--- src/rtl/sensor_request_latch_pkg.sv ---
// sensor_request_latch_pkg: shared state encodings and default timing constants
package sensor_request_latch_pkg;
  localparam logic [1:0] IDLE     = 2'd0;
  localparam logic [1:0] DEBOUNCE = 2'd1;
  localparam logic [1:0] LATCHED  = 2'd2;
  localparam logic [1:0] HOLDOFF  = 2'd3;
  localparam int DEBOUNCE_DEF = 4;
  localparam int HOLDOFF_DEF  = 8;
  localparam int CNT_W_DEF    = 4;
endpackage

--- src/rtl/sync_2ff.sv ---
// sync_2ff: two-flop synchronizer with asynchronous active-high reset
module sync_2ff (
  input  logic CLOCK,
  input  logic RESET,
  input  logic d,
  output logic q
);
  logic meta;
  always_ff @(posedge CLOCK or posedge RESET)
    if (RESET) {q, meta} <= 2'b00;
    else {q, meta} <= {meta, d};
endmodule

--- src/rtl/sensor_request_latch.sv ---
// sensor_request_latch: debounced sensor request with clear and hold-off; REQ_COUNT_EN adds a saturating capture counter
module sensor_request_latch
  import sensor_request_latch_pkg::*;
#(
  parameter int DEBOUNCE_CYCLES = DEBOUNCE_DEF,
  parameter int HOLDOFF_CYCLES  = HOLDOFF_DEF,
  parameter int CNT_W           = CNT_W_DEF
) (
  input  logic       CLOCK,
  input  logic       RESET,
  input  logic       SENSOR,
  input  logic       LATCH_RESET,
  output logic       request,
  output logic       request_pulse
`ifdef REQ_COUNT_EN
  ,
  output logic [7:0] req_count
`endif
);
  localparam logic [CNT_W-1:0] DB_LAST = CNT_W'(DEBOUNCE_CYCLES - 1);
  localparam logic [CNT_W-1:0] HO_LAST = CNT_W'(HOLDOFF_CYCLES - 1);
  localparam logic [CNT_W-1:0] ONE     = CNT_W'(1);
  logic sync;
  logic [1:0] state, nxt_state;
  logic [CNT_W-1:0] cnt, nxt_cnt;
  logic enter_latched;
  sync_2ff u_sync (.CLOCK(CLOCK), .RESET(RESET), .d(SENSOR), .q(sync));
  always_comb begin
    nxt_state = state;
    nxt_cnt = cnt;
    case (state)
      IDLE: if (sync) begin
        nxt_state = DEBOUNCE_CYCLES == 1 ? LATCHED : DEBOUNCE;
        nxt_cnt = DEBOUNCE_CYCLES == 1 ? '0 : ONE;
      end
      DEBOUNCE: begin
        nxt_state = !sync ? IDLE : cnt == DB_LAST ? LATCHED : DEBOUNCE;
        nxt_cnt = !sync || cnt == DB_LAST ? '0 : cnt + ONE;
      end
      LATCHED: if (LATCH_RESET) begin
        nxt_state = HOLDOFF_CYCLES == 0 ? IDLE : HOLDOFF;
        nxt_cnt = '0;
      end
      default: begin
        nxt_state = cnt == HO_LAST ? IDLE : HOLDOFF;
        nxt_cnt = cnt == HO_LAST ? '0 : cnt + ONE;
      end
    endcase
  end
  assign enter_latched = nxt_state == LATCHED && state != LATCHED;
  always_ff @(posedge CLOCK or posedge RESET)
    if (RESET) begin
      state <= IDLE;
      cnt <= '0;
      request <= 1'b0;
      request_pulse <= 1'b0;
    end else begin
      state <= nxt_state;
      cnt <= nxt_cnt;
      request <= nxt_state == LATCHED;
      request_pulse <= enter_latched;
    end
`ifdef REQ_COUNT_EN
  always_ff @(posedge CLOCK or posedge RESET)
    if (RESET) req_count <= '0;
    else if (enter_latched && req_count != 8'hff) req_count <= req_count + 8'd1;
`endif
endmodule

--- config.mk ---
export PLATFORM = sky130hd
export DESIGN_NAME = sensor_request_latch
export DESIGN_NICKNAME = d
export VERILOG_FILES = /design/src/rtl/sensor_request_latch_pkg.sv /design/src/rtl/sync_2ff.sv /design/src/rtl/sensor_request_latch.sv
export SDC_FILE = /design/constraint.sdc
export NUM_CORES = 1
export LEC_CHECK = 0
export CAP_MARGIN = 20
export CORE_AREA = 2 2 39 41
export DETAILED_ROUTE_END_ITERATION = 12
export DIE_AREA = 0 0 41 43
export DONT_BUFFER_PORTS = 1
export GPL_TIMING_DRIVEN = 0
export HOLD_SLACK_MARGIN = 0.1
export PLACE_DENSITY = 0.56
export SETUP_SLACK_MARGIN = 0.3
export SLEW_MARGIN = 20
export SYNTH_ARGS = -nofsm -noshare
export SYNTH_HDL_FRONTEND = slang
export SYNTH_SLANG_ARGS = --single-unit
--- constraint.sdc ---
create_clock -name CLOCK -period 3.7 [get_ports CLOCK]
set_input_delay 0.925 -clock CLOCK [delete_from_list [all_inputs] [get_ports CLOCK]]
set_output_delay 0.925 -clock CLOCK [all_outputs]
set_load 0.005 [all_outputs]
==> results.yml <==
outcome:
  status: "finished, final reports clean"
timing:
  slew_headroom: 0.726
  worst_pin_slew_ns: 0.407
  setup_viol: 0
  period_share: 0.421
  final_max_slew_viol_count: 0
  setup_tns_ns: 0
  timing.final.hold_violations: 0
  period_needed_ns: 1.56
  rsz0062_at_grt: "false"
  finalClockSkew_ns: 0.00215
  fmax_ghz: 0.643
floorplan:
  die_x_um: 41
  die_area_um2: 1760
  start_util: 0.344
  die_height_um: 43
  core.rowCount: 14
  ios: 6
  core_area_um2: 1380
detailed_routing:
  viasPerCell: 5.44
  met1Wirelength_um: 428
  wl_met2_um: 355
  vias: 343
  drt_iter0_drc: 10
  drt-pass1-iter-count: 4
  met3_length_um: 36
  drcViolationCount: 0
  wirelength_um: 831
  antenna_left: 0
  top_layer_used: "met4"
  drt-wirelength-per-cell_um: 13.2
yosys:
  yosysTopAreaCell: "dfrtp_1"
  ys_top_cells_by_area: "dfrtp_1, xnor2_1, a21oi_1"
  synth_top_flop_cell: "dfrtp_1"
  synth_top_area_share: 0.525
  synth-edff-count: 0
  syn_area_um2: 477
  syn_avg_cell_area_um2: 10.8
  synth_seq_area_share: 0.525
  synth_nets: 49
  synth_top_family_by_area: "compound AO/OA/AOI/OAI gates"
  synthArstFlopShare: 1.00
  ys_ff_latch: 10
  yosysWarnings: 0
  synth-xor-area-share: 0.0367
  synthAdderAreaFrac: 0.0262
  synth.area.mux_share: 0
  syn_inst: 44
  yosys.area_share.simple: 0.0997
  synth-compound-area-share: 0.262
  synth_cell_types: 27
power_and_ir_drop:
  switching_share: 0.381
  powerDensity_nw_per_um2: 769
  intPower_mw: 0.247
  vdd.ir_drop.worst_mv: 0.251
  clockPowerShare: 0.178
  p_leak_nw: 0.223
  seq_power_share: 0.426
  combPwrFrac: 0.396
  power_switching_mw: 0.152
place:
  place_congestion: 0.809
  portBuffers: 0
  hpwl_um: 609
  place_area_um2: 497
cts:
  postCtsHoldBufs: 0
  clock_latency_ns: 0.26
  cts_max_level: 1
  post_cts_resized: 0
  clockBufferDepth: 2
  cts.root.buffer_cell: "clkbuf_4"
  numCtsBuffers: 3
  cts.sinks: 10
  cts_tree: "yes"
  post_cts_buffers: 0
  clkTransAtPathRegs_ns: 0.06
cells_and_area:
  final_common_cell: "dfrtp_1"
  num-nets-final: 54
  multi_input_area_um2: 203
  final_cell_mix: "dfrtp_1, inv_1, a21oi_1, clkbuf_4"
  final.fill_count: 137
  fin_area_um2: 519
  syn2layout_area_growth_pct: 8.92
  seq_area_um2: 250
  num_antenna_cells: 0
  drive_above_1_share: 0.106
critical_path:
  required_ns: 2.77
  criticalPathCategory: "reg2out"
  cp-end-kind: "primary output"
  timing.critical_path.arrival_ns: 0.63
  cp_max_fo: 1
  start_kind: "flop"
hold_path:
  hold_class: "reg2reg"
global_routing:
  overflow: 0
  track_usage: 0.117
  antenna_found_initial: 0
  grt_pass1_vias: 295
  grt_pass1_wl_mm: 1.35
  grt_max_degree: 11
job:
  max_cap_violations: 0
kinds of logic (layout without fill, tap and decap cells):
group                      after synthesis  count (layout)
buffers and inverters                    6               9
xor gates and xnor gates                 2               2
and+or+nand+nor                          9               9
AOI/OAI and AO/OA                       16              16
DFF                                     10              10
adders and majority gates                1               1
routing by layer:
metal / global-route usage / up-vias
li1: - / 171
met1: 0.193 / 163
met2: 0.122 / 7
met3: 0.0314 / 2
met4: 0.0800 / 0
met5: 0 / -
worst paths after layout:
path,startpoint,end,slack [ns],cells after the start
max,request_pulse$_DFF_PP0_,request_pulse,2.14,0
min,u_sync.meta$_DFF_PP0_,u_sync.q$_DFF_PP0_,0.35,0
max reg2reg,state[1]$_DFF_PP0_,cnt[3]$_DFFE_PP0P_,2.29,4
min reg2reg,u_sync.meta$_DFF_PP0_,u_sync.q$_DFF_PP0_,0.35,0
max in group asynchronous,RESET,u_sync.q$_DFF_PP0_,2.90,1
min in group asynchronous,RESET,state[0]$_DFF_PP0_,0.53,1
cell usage after synthesis (2+ instances only):
cell     count
a21oi_1      3
dfrtp_1     10
inv_1        4
nand2_1      2
nor2_1       2
xnor2_1      2
state kept, by name, indices dropped and copies added, names as in the netlist:
| register | cells |
|---|---|
| state | 2 |
| u_sync.q | 1 |
| request | 1 |
| request_pulse | 1 |
| u_sync.meta | 1 |
| cnt | 4 |
cell type report:
| cell class | instances | area share |
|---|---|---|
| buffer | 2 | 0.0169 |
| clock buffer | 3 | 0.0434 |
| inverter | 4 | 0.0289 |
| multi-input combinational | 28 | 0.390 |
| sequential | 10 | 0.482 |
| tap | 16 | 0.0386 |
stage by stage:
stage               setup WS (ns)  utilization  cells  hold slack, ns  power [mW]
finish                       2.14        0.375     63           0.348       0.399
global route                 2.11        0.375     63           0.354       0.431
CTS                          2.13        0.375     63           0.351       0.402
detailed placement           1.96        0.359     60           0.337       0.329
global placement             1.96        0.359     60           0.334       0.327
floorplan                    2.10            -     44           0.331       0.298
power by group through the flow:
stage | Clock (mW) | Combinational [mW] | Sequential (mW)
2_1_floorplan | 0 | 0.134 | 0.164
3_3_place_gp | 0 | 0.155 | 0.172
3_5_place_dp | 0 | 0.157 | 0.172
4_1_cts | 0.0742 | 0.158 | 0.170
5_1_grt | 0.0800 | 0.178 | 0.174
6_report | 0.0711 | 0.158 | 0.170
No activity file was read; power rests on OpenSTA's default activity.
